[src/rtl/fsm_persianas_multicanal.sv]
// Multi-channel motorised-blind controller: per-channel mode/target FSM with
// reversal dead time, motion timeout, limit-conflict fault and a shared prescaler tick.
module fsm_persianas_multicanal #(
  parameter int N_CH    = 2,
  parameter int CH_W    = 1,
  parameter int PRESC_W = 25,
  parameter int T_MAX   = 20,
  parameter int T_DEAD  = 2
) (
  input  logic                clk,
  input  logic                reset,
  input  logic [3:0]          cmd,
  input  logic [CH_W-1:0]     cmd_ch,
  input  logic                cmd_all,
  input  logic                cmd_valid,
  input  logic [2*N_CH-1:0]   sensor,
  input  logic [N_CH-1:0]     s_sup,
  input  logic [N_CH-1:0]     s_med,
  input  logic [N_CH-1:0]     s_inf,
  output logic [N_CH-1:0]     subir,
  output logic [N_CH-1:0]     bajar,
  output logic [N_CH-1:0]     fault,
  output logic                tick
);

  localparam logic [2:0] MODO_NINGUNO = 3'd0;
  localparam logic [2:0] MODO_CERRAR  = 3'd1;
  localparam logic [2:0] MODO_MEDIO   = 3'd2;
  localparam logic [2:0] MODO_ABRIR   = 3'd3;
  localparam logic [2:0] MODO_AUTO    = 3'd4;

  localparam logic [2:0] ST_IDLE  = 3'd0;
  localparam logic [2:0] ST_SUBE  = 3'd1;
  localparam logic [2:0] ST_BAJA  = 3'd2;
  localparam logic [2:0] ST_PAUSA = 3'd3;
  localparam logic [2:0] ST_FALLA = 3'd4;

  // Shared encoding for targets and last known position; 0 means none/unknown.
  localparam logic [1:0] POS_NINGUNA  = 2'd0;
  localparam logic [1:0] POS_INFERIOR = 2'd1;
  localparam logic [1:0] POS_MEDIO    = 2'd2;
  localparam logic [1:0] POS_SUPERIOR = 2'd3;

  localparam logic [7:0] T_MAX_C  = 8'(T_MAX);
  localparam logic [7:0] T_DEAD_C = 8'(T_DEAD);

  logic [PRESC_W-1:0] presc;

  // NOTE: sequential state is written with non-blocking assignments so every
  // flop samples the values present before the edge, independent of block order.
  always_ff @(posedge clk or posedge reset) begin
    if (reset) presc <= '0;
    else       presc <= presc + PRESC_W'(1);
  end

  assign tick = &presc;

  logic       cmd_legal;
  logic [2:0] cmd_modo;

  // NOTE: every output of a combinational block gets a default first, so no
  // path leaves it unassigned and no latch is inferred.
  always_comb begin
    cmd_legal = 1'b1;
    cmd_modo  = MODO_NINGUNO;
    case (cmd)
      4'b0001: cmd_modo = MODO_CERRAR;
      4'b0010: cmd_modo = MODO_MEDIO;
      4'b0100: cmd_modo = MODO_ABRIR;
      4'b1000: cmd_modo = MODO_AUTO;
      default: cmd_legal = 1'b0;
    endcase
  end

  for (genvar i = 0; i < N_CH; i++) begin : g_canal
    logic [2:0] modo;
    logic [2:0] estado;
    logic [2:0] estado_n;
    logic [1:0] objetivo;
    logic [1:0] objetivo_n;
    logic [1:0] ultima_pos;
    logic [1:0] luz;
    logic [7:0] t_mov;
    logic [7:0] t_mov_n;
    logic [7:0] t_muerto;
    logic [7:0] t_muerto_n;
    logic       dirigido;
    logic       alcanzado;
    logic       dir_subir;
    logic       conflicto;
    logic       subir_r;
    logic       bajar_r;
    logic       fault_r;

    assign luz       = sensor[2*i +: 2];
    assign conflicto = s_sup[i] & s_inf[i];
    assign dirigido  = cmd_valid && cmd_legal && (cmd_all || (cmd_ch == CH_W'(i)));

    always_ff @(posedge clk or posedge reset) begin
      if (reset)         modo <= MODO_NINGUNO;
      else if (dirigido) modo <= cmd_modo;
    end

    always_ff @(posedge clk or posedge reset) begin
      if (reset)         ultima_pos <= POS_NINGUNA;
      else if (s_sup[i]) ultima_pos <= POS_SUPERIOR;
      else if (s_med[i]) ultima_pos <= POS_MEDIO;
      else if (s_inf[i]) ultima_pos <= POS_INFERIOR;
    end

    // Light code 11 holds whatever target the channel had before.
    always_comb begin
      objetivo_n = objetivo;
      case (modo)
        MODO_CERRAR: objetivo_n = POS_INFERIOR;
        MODO_MEDIO:  objetivo_n = POS_MEDIO;
        MODO_ABRIR:  objetivo_n = POS_SUPERIOR;
        MODO_AUTO: begin
          case (luz)
            2'b00:   objetivo_n = POS_INFERIOR;
            2'b01:   objetivo_n = POS_MEDIO;
            2'b10:   objetivo_n = POS_SUPERIOR;
            default: objetivo_n = objetivo;
          endcase
        end
        default:     objetivo_n = POS_NINGUNA;
      endcase
    end

    always_comb begin
      alcanzado = 1'b1;
      dir_subir = 1'b0;
      case (objetivo_n)
        POS_INFERIOR: begin
          alcanzado = s_inf[i];
          dir_subir = 1'b0;
        end
        POS_MEDIO: begin
          alcanzado = s_med[i];
          if (s_sup[i] || ultima_pos == POS_SUPERIOR)      dir_subir = 1'b0;
          else if (s_inf[i] || ultima_pos == POS_INFERIOR) dir_subir = 1'b1;
          else                                             dir_subir = 1'b0;
        end
        POS_SUPERIOR: begin
          alcanzado = s_sup[i];
          dir_subir = 1'b1;
        end
        default: begin
          alcanzado = 1'b1;
          dir_subir = 1'b0;
        end
      endcase
    end

    // Fault clear is evaluated ahead of the tick so it wins over a coincident tick.
    always_comb begin
      estado_n   = estado;
      t_mov_n    = t_mov;
      t_muerto_n = t_muerto;
      if (estado == ST_FALLA && dirigido) begin
        estado_n   = ST_IDLE;
        t_mov_n    = '0;
        t_muerto_n = '0;
      end else if (tick) begin
        if (conflicto) begin
          estado_n = ST_FALLA;
        end else begin
          case (estado)
            ST_IDLE: begin
              if (!alcanzado) begin
                estado_n = dir_subir ? ST_SUBE : ST_BAJA;
                t_mov_n  = '0;
              end
            end
            ST_SUBE, ST_BAJA: begin
              if (alcanzado) begin
                estado_n = ST_IDLE;
              end else if (dir_subir != (estado == ST_SUBE)) begin
                estado_n   = ST_PAUSA;
                t_muerto_n = T_DEAD_C;
              end else begin
                t_mov_n = t_mov + 8'd1;
                if (t_mov_n == T_MAX_C) estado_n = ST_FALLA;
              end
            end
            ST_PAUSA: begin
              if (t_muerto <= 8'd1) begin
                estado_n   = ST_IDLE;
                t_muerto_n = '0;
              end else begin
                t_muerto_n = t_muerto - 8'd1;
              end
            end
            ST_FALLA: estado_n = ST_FALLA;
            default:  estado_n = ST_IDLE;
          endcase
        end
      end
    end

    always_ff @(posedge clk or posedge reset) begin
      if (reset) begin
        estado   <= ST_IDLE;
        objetivo <= POS_NINGUNA;
        t_mov    <= '0;
        t_muerto <= '0;
        subir_r  <= 1'b0;
        bajar_r  <= 1'b0;
        fault_r  <= 1'b0;
      end else begin
        estado   <= estado_n;
        t_mov    <= t_mov_n;
        t_muerto <= t_muerto_n;
        if (tick) objetivo <= objetivo_n;
        subir_r  <= (estado_n == ST_SUBE);
        bajar_r  <= (estado_n == ST_BAJA);
        fault_r  <= (estado_n == ST_FALLA);
      end
    end

    assign subir[i] = subir_r;
    assign bajar[i] = bajar_r;
    assign fault[i] = fault_r;
  end

endmodule

[config.mk]
export PLATFORM = sky130hd
export DESIGN_NAME = fsm_persianas_multicanal
export DESIGN_NICKNAME = d
export VERILOG_FILES = /design/src/rtl/fsm_persianas_multicanal.sv
export SDC_FILE = /design/constraint.sdc
export NUM_CORES = 1
export LEC_CHECK = 0
export BUFFER_PORTS_ARGS = -buffer_cell sky130_fd_sc_hd__buf_2
export CORE_MARGIN = 3
export CORE_UTILIZATION = 39
export CTS_BUF_LIST = sky130_fd_sc_hd__clkbuf_16
export DETAILED_ROUTE_END_ITERATION = 8
export GPL_TIMING_DRIVEN = 1
export PLACE_DENSITY = 0.61
export SYNTH_ARGS = -nofsm -noshare
export SYNTH_HDL_FRONTEND = slang
export SYNTH_SLANG_ARGS = --single-unit
[constraint.sdc]
create_clock -name clk -period 3.8 [get_ports clk]
set_input_delay 0.76 -clock clk [delete_from_list [all_inputs] [get_ports clk]]
set_output_delay 0.76 -clock clk [all_outputs]
set_load 0.02 [all_outputs]
==> flow_summary.toml <==
[synth]
synth.distinct_cells = 68
async_flop_share_pct = 100.0
ys_seq_elements = 83
syn_inst = 502
ys_warn_count = 0
synth_edf_count = 0
yosysSeqAreaShare_pct = 43.56
ys.flop_type = "dfrtp_1"
syn_area_sq_mm = 0.004768
avgSynthCellArea_sq_um = 9.499
synth_fp_nets = 534

[route]
drcViolationCount = 0
dr.pass1.iters = 4
route.met2.wl_um = 4407
ant_nets = 0
wire_per_inst_um = 14.87
wirelength_um = 10100
wl_met1_um = 5136
vias_per_cell = 5.567
num_vias = 3780
top_layer = "met4"
drt_iter0_drc = 203
wl_met3_um = 358

[job]
cap_viol_max_count = 0

[worst_setup_path]
crit_buf_inv = 1
startpoint_type = "input pin"
endpoint_kind = "flip-flop"
arrival_ns = 3.27
crit_path_max_incr_delay_ns = 0.55
crit_chain = "buf_2 -> ha_1 -> nor2b_1 -> nand4bb_1 -> a211oi_1 -> nor2_1 -> or3_1 -> o21ai_2 -> a211o_2 -> nor3b_2"
critPathTopFamily = "simple AND/OR/NAND/NOR gates"
crit_slowest_cell = "or3_1"
required_ns = 4.06
critPathMaxFanout = 9
critPathKind = "input pin to flip-flop"

[clock_network]
clkLatencyLatePin_ns = 0.34
cts_buffer_depth = 2
path_clk_slew_ns = 0.06
ctsResizeCount = 0
numCtsBuffers = 9
cts_num_sinks = 83
post_cts_buffers = 0
cts_root_buf = "clkbuf_16"
htreeDepth = 3
hold_buffers = 0
cts_tree = "yes"

[timing]
fmaxAchievable_mhz = 332.4
tightest_slew_ns = 0.7315
hold_ws_ns = 0.4403
final_hold_viol_count = 0
relSlewSlack_pct = 50.86
rsz0062_at_grt = "no"
finalSetupTns_ns = 0
skew_ns = 0.005605
finalCritPeriodShare_pct = 79.18
period_minus_slack_ns = 3.009
slew_violations = 0
finalSetupViolations = 0

[min_path]
hp-class = "input pin to asynchronous set/reset pin"

[placement]
gp_congestion = 0.8677
io_buffers = 25
hpwlAfterDp_um = 7500

[power_and_ir_drop]
vdd_drop_max_mv = 0.1991
leakage_nw = 2.345
power_density_mw_per_mm2 = 395.8

[layout]
num_antenna_cells = 0
drive_above_1_share_pct = 13.43
fin_nets = 564
area_growth_pct = 13.12
final_common_cell = "dfrtp_1"
final_util_pct = 46.25
layout_common_cells = "dfrtp_1 (83), nor2_1 (40), nand2_1 (37), o21ai_1 (30), buf_2 (25)"

[die]
fp.dieW_um = 116.6
fp.dieArea_sq_mm = 0.01359
io_pins = 26
die_h_um = 116.6
std_cell_rows = 39
core_area_sq_mm = 0.01166
start_util_pct = 40.89

[outcome]
status = "completed"

[global_routing]
grt_overflow_total = 0
antenna_found_initial = 0
grt_max_degree = 56
grt_pass1_wl_um = 17600
grt_usage_pct = 16.26
grt_pass1_vias = 3823
-- cells by family (layout without fill, tap and decap cells) --
logic type      count (synthesis)  after routing  synth area share (%)
buf+inv                        34             68                 3.227
compound gates                135            135                 19.37
xor+xnor                       29             29                 5.327
simple gates                  196            196                 22.38
mux                            12             12                 2.729
fa+ha+maj                      13             13                 3.411
flops                          83             83                 43.56
-- synthesized netlist by cell type, types with 13 or more instances --
master	number	area, sq um
nand2_1	37	138.9
o31ai_1	17	127.6
o21ai_1	30	150.1
nand3_1	23	115.1
nor2_1	40	150.1
nor3_1	19	95.09
dfrtp_1	83	2077
xnor2_1	21	183.9
inv_1	18	67.56
a21oi_1	22	110.1
nand2b_1	16	100.1
ha_1	13	162.7
-- state kept, by name, summed over array words and instances, names as in the netlist --
register,flops
g_canal.objetivo,4
g_canal.estado,6
presc,25
g_canal.fault_r,2
g_canal.subir_r,2
g_canal.bajar_r,2
g_canal.t_muerto,16
g_canal.ultima_pos,4
g_canal.modo,6
g_canal.t_mov,16
-- stage by stage --
stage	total power, mW	instances	setup WS, ns	cell area (sq um)
2_1_floorplan	1.116	502	0.8233	4768
3_3_place_gp	1.174	664	0.5499	5064
3_5_place_dp	1.180	664	0.4652	5064
4_1_cts	2.164	679	0.7974	5394
5_1_grt	2.230	679	0.5272	5394
6_report	2.135	679	0.7913	5394
-- worst reg2reg max path, stage by stage (launching register included) --
cell     delay (ns)
dfrtp_1        0.39
ha_1           0.19
and3_1         0.31
nand2_1        0.24
nor3_2         0.20
buf_4          0.23
nand2_1        0.10
or3_1          0.51
o21ai_2        0.19
a211o_2        0.18
nor3b_2        0.17
-- final timing paths --
kind                                 from                     end  slack [ns]  cells after the start
worst max-delay path            sensor[2]      g_canal[1].subir_r        0.79                     10
worst min-delay path                reset  g_canal[0].t_muerto[6]        0.44                      2
worst max register to register   presc[0]      g_canal[1].subir_r        1.02                     10
worst min register to register  presc[16]               presc[16]        0.47                      1
max in group asynchronous           reset               presc[16]        2.72                      3
min in group clk                presc[16]               presc[16]        0.47                      1
-- power by group --
| part | leakage [nW] | switching, mW | internal [mW] |
|---|---|---|---|
| logic | 1.11 | 0.142 | 0.0848 |
| clock network | 0.157 | 0.337 | 0.633 |
| registers | 1.08 | 0.0289 | 0.909 |
-- cell type report --
type,instances,area [sq um]
inverter,21,80.08
clock buffer,9,225.2
fill,1123,6269
multi-input combinational,385,2537
clock inverter,6,105.1
sequential,83,2077
tap,143,178.9
timing repair buffer,32,190.2
-- routing by layer --
layer / GRT usage, % / up-vias
li1: - / 1907
met1: 22.21 / 1793
met2: 25.40 / 67
met3: 2.591 / 13
met4: 7.569 / 0
met5: 0 / -
Power figures use the tool's default switching activity.
